File: src/rtl/avalon_gpio_ctrl.sv
// Avalon-MM GPIO slave: per-bit direction, debounced synchronised inputs,
// atomic set/clear of outputs and maskable edge-capture interrupt.
module avalon_gpio_ctrl #(
  parameter int unsigned      WIDTH           = 10,
  parameter int unsigned      DEBOUNCE_CYCLES = 16,
  parameter logic [WIDTH-1:0] RESET_OUT       = '0
) (
  input  logic             clk,
  input  logic             reset_n,
  input  logic [2:0]       avs_address,
  input  logic             avs_read,
  input  logic             avs_write,
  input  logic [31:0]      avs_writedata,
  output logic [31:0]      avs_readdata,
  input  logic [WIDTH-1:0] gpio_in,
  output logic [WIDTH-1:0] gpio_out,
  output logic [WIDTH-1:0] gpio_oe,
  output logic             irq
);

  if (WIDTH < 1 || WIDTH > 32) begin : g_bad_width
    $error("avalon_gpio_ctrl: WIDTH must be in 1..32");
  end

  logic [WIDTH-1:0] r_s1, r_s2, r_stable, r_stable_q;
  logic [WIDTH-1:0] r_out, r_dir, r_mask, r_cap, r_mode;
  logic             r_irq;
  logic [31:0]      r_rdata;

  logic [WIDTH-1:0] w_wdata, w_clr, w_rise, w_fall, w_evt, w_rd_w;
  logic [31:0]      w_rd;

  assign w_wdata = avs_writedata[WIDTH-1:0];

  if (WIDTH < 32) begin : g_unused
    logic w_unused_wdata;
    assign w_unused_wdata = ^avs_writedata[31:WIDTH];
  end

  always_ff @(posedge clk or negedge reset_n) begin
    if (!reset_n) begin
      r_s1 <= '0;
      r_s2 <= '0;
    end else begin
      r_s1 <= gpio_in;
      r_s2 <= r_s1;
    end
  end

  if (DEBOUNCE_CYCLES == 0) begin : g_bypass
    always_ff @(posedge clk or negedge reset_n) begin
      if (!reset_n) r_stable <= '0;
      else          r_stable <= r_s2;
    end
  end else begin : g_debounce
    localparam int unsigned CntW = $clog2(DEBOUNCE_CYCLES + 1);
    localparam logic [CntW-1:0] CntLast = CntW'(DEBOUNCE_CYCLES - 1);

    logic [CntW-1:0] r_cnt [WIDTH];

    // Any return of s2 to the accepted level restarts the count.
    always_ff @(posedge clk or negedge reset_n) begin
      if (!reset_n) begin
        r_stable <= '0;
        for (int i = 0; i < WIDTH; i++) r_cnt[i] <= '0;
      end else begin
        for (int i = 0; i < WIDTH; i++) begin
          if (r_s2[i] == r_stable[i]) begin
            r_cnt[i] <= '0;
          end else if (r_cnt[i] == CntLast) begin
            r_stable[i] <= r_s2[i];
            r_cnt[i]    <= '0;
          end else begin
            r_cnt[i] <= r_cnt[i] + CntW'(1);
          end
        end
      end
    end
  end

  assign w_rise = r_stable & ~r_stable_q;
  assign w_fall = ~r_stable & r_stable_q;
  assign w_evt  = (w_rise & ~r_mode) | (w_fall & r_mode);
  assign w_clr  = (avs_write && avs_address == 3'd4) ? w_wdata : '0;

  always_comb begin
    w_rd_w = '0;
    case (avs_address)
      3'd0:    w_rd_w = r_stable;
      3'd1:    w_rd_w = r_out;
      3'd2:    w_rd_w = r_dir;
      3'd3:    w_rd_w = r_mask;
      3'd4:    w_rd_w = r_cap;
      3'd5:    w_rd_w = r_mode;
      default: w_rd_w = '0;
    endcase
    w_rd = '0;
    w_rd[WIDTH-1:0] = w_rd_w;
  end

  always_ff @(posedge clk or negedge reset_n) begin
    if (!reset_n) begin
      r_stable_q <= '0;
      r_out      <= RESET_OUT;
      r_dir      <= '0;
      r_mask     <= '0;
      r_mode     <= '0;
      r_cap      <= '0;
      r_irq      <= 1'b0;
      r_rdata    <= '0;
    end else begin
      r_stable_q <= r_stable;
      if (avs_write) begin
        case (avs_address)
          3'd1:    r_out  <= w_wdata;
          3'd2:    r_dir  <= w_wdata;
          3'd3:    r_mask <= w_wdata;
          3'd5:    r_mode <= w_wdata;
          3'd6:    r_out  <= r_out | w_wdata;
          3'd7:    r_out  <= r_out & ~w_wdata;
          default: ;
        endcase
      end
      // A new edge wins over a same-cycle W1C of that bit.
      r_cap <= (r_cap & ~w_clr) | w_evt;
      r_irq <= |(r_cap & r_mask);
      if (avs_read) r_rdata <= w_rd;
    end
  end

  assign avs_readdata = r_rdata;
  assign gpio_out     = r_out;
  assign gpio_oe      = r_dir;
  assign irq          = r_irq;

endmodule

File: config.mk
export PLATFORM = sky130hd
export DESIGN_NAME = avalon_gpio_ctrl
export DESIGN_NICKNAME = d
export VERILOG_FILES = /design/src/rtl/avalon_gpio_ctrl.sv
export SDC_FILE = /design/constraint.sdc
export NUM_CORES = 1
export LEC_CHECK = 0
export CAP_MARGIN = 20
export CORE_AREA = 2 2 113 115
export CTS_CLUSTER_SIZE = 28
export DETAILED_ROUTE_END_ITERATION = 6
export DIE_AREA = 0 0 115 117
export HOLD_SLACK_MARGIN = 0.02
export PLACE_DENSITY = 0.78
export RECOVER_POWER = 25
export SYNTH_ARGS = -nofsm -noshare
export SYNTH_HDL_FRONTEND = slang
export SYNTH_SLANG_ARGS = --single-unit
File: constraint.sdc
create_clock -name clk -period 2.3 [get_ports clk]
set_input_delay 0.46 -clock clk [delete_from_list [all_inputs] [get_ports clk]]
set_output_delay 0.46 -clock clk [all_outputs]
set_load 0.05 [all_outputs]
==> Word-level counts from Yosys, hierarchy flattened <==
Cells that the tools add are included.
{ "op_classes": {"n_eq_ne": 27, "n_addsub": 10, "n_mux": 23, "bitwise": 25, "reduce_logical": 18} }
{ "op_table": {"columns": ["cell", "n"], "rows": [
  ["$mux 5", 20],
  ["$and 10x10->10", 7],
  ["$pmux 10 s6", 1],
  ["$add 5x1->5 const B", 10],
  ["$eq 5x4->1 const B", 10],
  ["$not 10->10", 5],
  ["$or 10x10->10", 3],
  ["$pmux 10 s3", 1],
  ["$reduce_and 2->1", 14],
  ["$eq 3x3->1 const B", 4],
  ["$eq 1x1->1", 10],
  ["$mux 10", 1],
  ["$not 1->1", 10],
  ["$reduce_or 10->1", 1],
  ["$eq 3x2->1 const B", 2],
  ["$eq 3x1->1 const B", 1],
  ["$logic_not 3->1", 1],
  ["$reduce_bool 3->1", 1],
  ["$logic_and 1x1->1", 1]
]} }
{ "totals": {"register_bits": 151, "output_inout_bits": 53} }

==> Logic depth before layout (Yosys ltp) <==
Gate-level depths: netlist of run 1.
{ "logic_depth": {"word_depth": 6, "mapped_depth": 6} }

==> Least setup slack after synthesis of run 1 <==
Ideal clock, no wire load.
{ "synth_timing": {"path_type": "register to register", "from": "register r_out[3], in the netlist gpio_out[3]", "to": "register r_rdata[3], in the netlist avs_readdata[3]", "path_slack_ns": 0.821, "synth_period_minus_slack_ns": 1.479, "t_required_ns": 2.179, "stages_incl_launch_ff": 4, "arrival_ns": 1.358, "setup_ns": 0.121, "n_path_buf": 0, "path_cell_list": "dfrtp_1 -> mux4_2 -> nor2b_1 -> o22a_1"} }
{ "synth_between": {"elab_chain_len": 1} }
{ "synth_lines": {"columns": ["item", "line_no", "source"], "rows": [
  ["start, declared", "26", "logic [WIDTH-1:0] r_out, r_dir, r_mask, r_cap, r_mode;"],
  ["start signal, assigned", "115", "3'd1: r_out <= w_wdata;"],
  ["start signal, assigned", "119", "3'd6: r_out <= r_out | w_wdata;"],
  ["start signal, assigned", "120", "3'd7: r_out <= r_out & ~w_wdata;"],
  ["$pmux 10 s6", "88", "case (avs_address)"],
  ["end signal, assigned", "127", "if (avs_read) r_rdata <= w_rd;"],
  ["end, declared", "28", "logic [31:0] r_rdata;"]
]} }
No other way between the ends.
A chain may end at the register's enable or synchronous reset.

==> Worst setup path in the final report of run 1 <==
{ "layout_timing": {"from": "register r_out[4], in the netlist gpio_out[4]", "to": "output port gpio_out[4]"} }
{ "layout_rtl": {"columns": ["item", "line_no", "source"], "rows": [
  ["end, declared", "16", "output logic [WIDTH-1:0] gpio_out,"]
]} }
No word-level cell between the ends.

==> impl_metrics.json, run 1 <==
{
  "status": "completed",
  "start_util": 0.534,
  "synth_warnings": 0,
  "final-setup-viol-count": 0,
  "share_seq_of_total_power": 0.421,
  "numCtsBuffers": 17,
  "worst_setup_path_start_kind": "flip-flop",
  "p_int_w": 0.00532,
  "clk_pin_slew_worst_paths_ns": 0.06,
  "crit_path_max_incr_delay_ns": 0.85,
  "ys_types": 45,
  "fin_nets": 700,
  "async_reset_ff_frac": 1.00,
  "antenna_left": 0,
  "synthCells": 554,
  "synth.most_common_cell": "dfrtp_1",
  "r2r_setup_slack_ns": 0.93,
  "synth_seq_cells": 151,
  "worstRegToRegCells": 3,
  "ctsHoldBuffers": 1,
  "antenna_found_initial": 0,
  "hpwl_microns": 9520,
  "grt_pass1_vias": 4655,
  "cts_buffer_depth": 2,
  "htree_levels": 4,
  "routed_wl_microns": 13800,
  "slew_viol_final": 0,
  "hold_viol_final": 0,
  "synth_edf_count": 0,
  "setup_tns_ns": 0,
  "die-width_microns": 115,
  "grt_max_degree": 56,
  "clk_latency_ns": 0.42,
  "slew_headroom": 0.0588,
  "syn_avg_cell_area_sq_um": 11.9,
  "clkPwrFrac": 0.410,
  "io-pin-count": 102,
  "netlist_area_sq_um": 6570,
  "ctsResizeCount": 0,
  "ir_worst_vdd_mv": 0.541,
  "criticalPathCategory": "reg2out",
  "grt_setup_unrepaired": "false",
  "grt_pass1_wl_microns": 22900,
  "first_pass_iters": 5,
  "post_cts_buffers": 0,
  "core_area_sq_um": 12300,
  "path_cells": "clkdlybuf4s50_1",
  "num_vias": 4528,
  "synth-main-ff-cell": "dfrtp_1",
  "synth_top_cell_by_area": "dfrtp_1",
  "numPortBuffers": 57,
  "drtIter0Drc": 307,
  "fin_crit_sh": 0.939,
  "die-area_sq_um": 13500,
  "critPathCaptureType": "primary output",
  "path_max_fanout": 4,
  "synth_common_cells": "151 x dfrtp_1, 53 x nor2_1, 46 x mux2_2, 35 x nand2_1, 30 x xor2_1",
  "cts-root-buf": "clkbuf_16",
  "p_total_w": 0.00741,
  "die_h_microns": 117,
  "grt_use_total": 0.225,
  "timing.fmax_mhz": 463,
  "drc": 0,
  "hold_class": "reg2reg",
  "vias_per_cell": 5.63,
  "cap_violations": 0,
  "worstReg2RegStart": "r_stable[1]",
  "required_ns": 1.84,
  "path_buf_inv": 1,
  "min_from": "r_s1[0]",
  "whs_path_depth": 0,
  "ys_seq_area_frac": 0.575,
  "gp_congestion": 0.863,
  "final.min_clock_period_ns": 2.16,
  "p_sw_w": 0.00209,
  "synth_top_area_frac": 0.575,
  "grt.overflow.total": 0,
  "synthTopCellsByArea": "dfrtp_1 57%, mux2_2 7.9%, xor2_1 4.0%, nor2_1 3.0%, buf_4 2.9%",
  "cp_data_arrival_time_ns": 1.70,
  "num_rows": 41,
  "min_to": "r_s2[0]",
  "final_layout_size_suffix_gt1_frac": 0.173,
  "rr_endpoint": "avs_readdata[1]",
  "n_antenna_cell": 0,
  "leakage_nw": 3.77,
  "combPwrFrac": 0.169,
  "skew_ns": 0.00632,
  "area_delta_synth_final_pct": 22.7,
  "wire_per_inst_microns": 17.1,
  "cp_slowest_cell": "clkdlybuf4s50_1",
  "cp_top_family": "buffers and inverters",
  "p_per_area_nw_per_um2": 919,
  "worstMarginPinSlew_ns": 1.41,
  "cts_tree": "built",
  "switching_share": 0.282,
  "clkSinkCount": 151
}
==> logic make-up after synthesis <==
| group | Yosys count | share of synthesized area |
|---|---|---|
| mux | 58 | 0.101 |
| xor+xnor | 30 | 0.0400 |
| fa+ha+maj | 10 | 0.0190 |
| simple gates | 158 | 0.116 |
| other cells | 1 | 0.000570 |
| compound gates | 102 | 0.104 |
| buf+inv | 44 | 0.0451 |
| flops | 151 | 0.575 |
==> worst max-delay path by stage <==
stage	start	end	depth (start not counted)
global placement	avs_address[2]	gpio_out[9]	6
global route	gpio_out[4]	gpio_out[4]	1
finish	gpio_out[4]	gpio_out[4]	1
detailed placement	avs_address[2]	gpio_out[5]	6
floorplan	gpio_out[3]	avs_readdata[3]	3
CTS	gpio_out[4]	gpio_out[4]	1
==> power groups by stage <==
stage | registers [W] | logic, W | clock network, W
finish | 0.00312 | 0.00125 | 0.00304
global route | 0.00315 | 0.00134 | 0.00320
CTS | 0.00312 | 0.00127 | 0.00307
detailed placement | 0.00316 | 0.00125 | 0
global placement | 0.00315 | 0.00122 | 0
floorplan | 0.00343 | 0.000516 | 0
==> layout make-up <==
class	count	area [sq um]
sequential	151	3780
inverter	4	15.0
clock inverter	15	226
tap	150	188
multi-input combinational	380	2580
fill	921	4250
timing repair buffer	87	856
clock buffer	17	425
==> metal layers <==
| metal | vias to the layer above | share of wire | GRT usage |
|---|---|---|---|
| li1 | 2096 | - | - |
| met1 | 2257 | 0.41 | 0.275 |
| met2 | 150 | 0.52 | 0.390 |
| met3 | 25 | 0.056 | 0.0525 |
| met4 | 0 | 0.018 | 0.0884 |
| met5 | - | 0 | 0 |
==> stage by stage <==
stage	hold slack (ns)	area, sq um	instances	utilization	worst slack, ns
after detailed placement	0.338	7410	771	0.602	-0.000333
after global placement	0.334	7410	771	0.602	0.00493
final	0.348	8070	804	0.655	0.140
after CTS	0.351	8070	804	0.656	0.143
after global routing	0.355	8070	804	0.655	0.113
after floorplan	0.164	6650	575	-	0.821
==> cells in the final DEF (no fill, tap or decap), types with 3 or more instances in the layout <==
cell	instances
a22o_1	3
inv_1	3
conb_1	22
nand3_1	20
mux2_2	46
mux2i_1	10
buf_4	24
a21oi_1	19
bufinv_16	5
dfrtp_1	151
xor2_1	30
ha_1	10
clkbuf_16	17
nand2_1	35
a32oi_1	3
nor3b_1	3
buf_12	5
a31oi_1	9
and2_0	4
clkinv_4	3
a211o_1	3
o211ai_1	13
a221o_1	7
nor2b_1	6
o21ai_0	23
dlygate4sd3_1	11
a22oi_1	6
clkinvlp_4	3
and3_1	12
nor3_1	3
and2_1	14
clkdlybuf4s50_1	46
nor2_1	53
a21boi_0	10
==> state kept, by name (all words and copies together), names as in the netlist <==
signal	cells
r_s1	10
gpio_out	10
g_debounce.r_cnt	50
irq	1
r_stable	10
avs_readdata	10
r_mask	10
r_cap	10
r_s2	10
r_mode	10
gpio_oe	10
r_stable_q	10
No activity file was read; power rests on OpenSTA's default activity.
==> run 2, diff against run 1 <==
Settings changed: CORE_AREA 2 2 113 115 to 4 4 115 117, DIE_AREA 0 0 115 117 to 0 0 119 121.
==> run 2 against run 1 <==
Effect of this change: design area decreased by 1.6%; combinational power hardly changed; critical path depth unchanged; fmax is 0.59% higher; utilization is 1.3 points lower.
==> impl_metrics.json, run 2 (same netlist as run 1, synthesis figures left out) <==
{
  "status": "completed",
  "final.fill_count": 930,
  "layout_common_cells": "151 x dfrtp_1, 53 x nor2_1, 46 x mux2_2, 46 x clkdlybuf4s50_1, 35 x nand2_1",
  "r2r_setup_slack_ns": 0.94,
  "post_cts_buffers": 0,
  "cp.depth": 1,
  "grtUsageMet1": 0.269,
  "fin_util": 0.642,
  "slew_viol_final": 0,
  "routed_wl_microns": 13900,
  "area_delta_synth_final_pct": 20.7,
  "worstRegToRegCells": 3,
  "final-setup-viol-count": 0,
  "drc": 0,
  "cp_slowest_cell": "clkdlybuf4s50_1",
  "io-pin-count": 102,
  "skew_ns": 0.00599,
  "n_antenna_cell": 0,
  "placed_area_sq_um": 7430,
  "worstReg2RegStart": "r_stable[1]",
  "num_vias": 4520,
  "regMostFlops": "g_debounce.r_cnt",
  "clk_pin_slew_worst_paths_ns": 0.05,
  "required_ns": 1.84,
  "fin_area_sq_um": 7940,
  "criticalPathCategory": "reg2out",
  "path_max_fanout": 4,
  "drtIter0Drc": 311,
  "critPathCaptureType": "primary output",
  "clk_latency_ns": 0.42,
  "multi_input_area_sq_um": 2580,
  "grt_setup_unrepaired": "false",
  "slew_headroom": 0.0490,
  "final_cells": 823,
  "path_buf_inv": 1,
  "crit_start": "gpio_out[1]",
  "fin_nets": 699,
  "die-area_sq_um": 14400,
  "grt_use_total": 0.210,
  "ir_worst_vdd_mv": 0.617,
  "cts_buffer_depth": 2,
  "die-width_microns": 119,
  "num_rows": 41,
  "hold_viol_final": 0,
  "final.min_clock_period_ns": 2.15,
  "cap_violations": 0,
  "grt_pass1_wl_microns": 23700,
  "p_total_w": 0.00679,
  "rr_endpoint": "avs_readdata[1]",
  "antenna_left": 0,
  "antenna_found_initial": 0,
  "cts-root-buf": "clkbuf_16",
  "wire_per_inst_microns": 16.9,
  "gp_congestion": 0.877,
  "ff_latch_area_sq_um": 3780,
  "core_area_sq_um": 12400,
  "cp_top_family": "buffers and inverters",
  "worst_setup_path_start_kind": "flip-flop",
  "final_layout_size_suffix_gt1_frac": 0.157,
  "grt.busiest_layer": "met2",
  "htree_levels": 4,
  "grt.met2_usage": 0.341,
  "path_cells": "clkdlybuf4s50_1",
  "endpoint": "gpio_out[1]",
  "numPortBuffers": 57,
  "worstMarginPinSlew_ns": 1.43,
  "hold_class": "reg2reg",
  "fin_crit_sh": 0.933,
  "start_util": 0.532,
  "leakage_nw": 3.70,
  "p_per_area_nw_per_um2": 855,
  "crit_path_max_incr_delay_ns": 0.84,
  "hpwl_microns": 9620,
  "first_pass_iters": 4,
  "grt_pass1_vias": 4786,
  "grt_max_degree": 55,
  "grt.overflow.total": 0,
  "largest_reg_flops": 50,
  "vias_per_cell": 5.49,
  "timing.fmax_mhz": 466,
  "cts_tree": "built",
  "die_h_microns": 121,
  "clkSinkCount": 151,
  "final_common_cell": "dfrtp_1",
  "grtUsageMet3": 0.0555,
  "cp_data_arrival_time_ns": 1.69,
  "numCtsBuffers": 17,
  "place_inst": 792
}
## run 2: worst min path at each step
| stage | from | to | slack [ns] | cells past startpoint |
|---|---|---|---|---|
| final | r_s1[6] | r_s2[6] | 0.35 | 0 |
| after CTS | r_s1[6] | r_s2[6] | 0.35 | 0 |
| after global placement | r_s1[2] | r_s2[2] | 0.33 | 0 |
| after global routing | r_s1[6] | r_s2[6] | 0.35 | 0 |
| after detailed placement | r_s1[1] | r_s2[1] | 0.34 | 0 |
| after floorplan | reset_n | avs_readdata[0] | 0.16 | 0 |
## run 2: layout make-up
| cell class | instances | share of cell area |
|---|---|---|
| clock buffers | 27 | 0.0608 |
| clock inverters | 3 | 0.00252 |
| inverters | 4 | 0.00189 |
| multi-input cells | 380 | 0.325 |
| flip-flops and latches | 151 | 0.476 |
| well taps | 172 | 0.0271 |
| repair buffers | 86 | 0.107 |
## run 2: metal layers
layer,part of all wire,vias up
li1,-,2096
met1,0.42,2280
met2,0.51,122
met3,0.051,22
met4,0.023,0
met5,0,-
## run 2: metrics by stage
| stage | setup TNS (ns) | setup slack (ns) | hold slack (ns) |
|---|---|---|---|
| final | 0 | 0.153 | 0.348 |
| after global routing | 0 | 0.0829 | 0.352 |
| after CTS | 0 | 0.147 | 0.350 |
| after detailed placement | -0.00353 | -0.00353 | 0.337 |
| after global placement | 0 | 0.0360 | 0.332 |
| after floorplan | 0 | 0.821 | 0.164 |
## run 2: timing repair
item | CTS | global route
endpoints found under the setup margin | 0 | 0
hold buffers | 1 | 0
resized for setup | 0 | 0
hold endpoints to repair | 17 | 0
## run 2: power by group
| part | internal, W | total [W] | leakage, nW | switching [W] |
|---|---|---|---|---|
| Combinational | 0.000484 | 0.00124 | 1.54 | 0.000761 |
| Clock | 0.00142 | 0.00242 | 0.238 | 0.000998 |
| Sequential | 0.00291 | 0.00313 | 1.92 | 0.000220 |
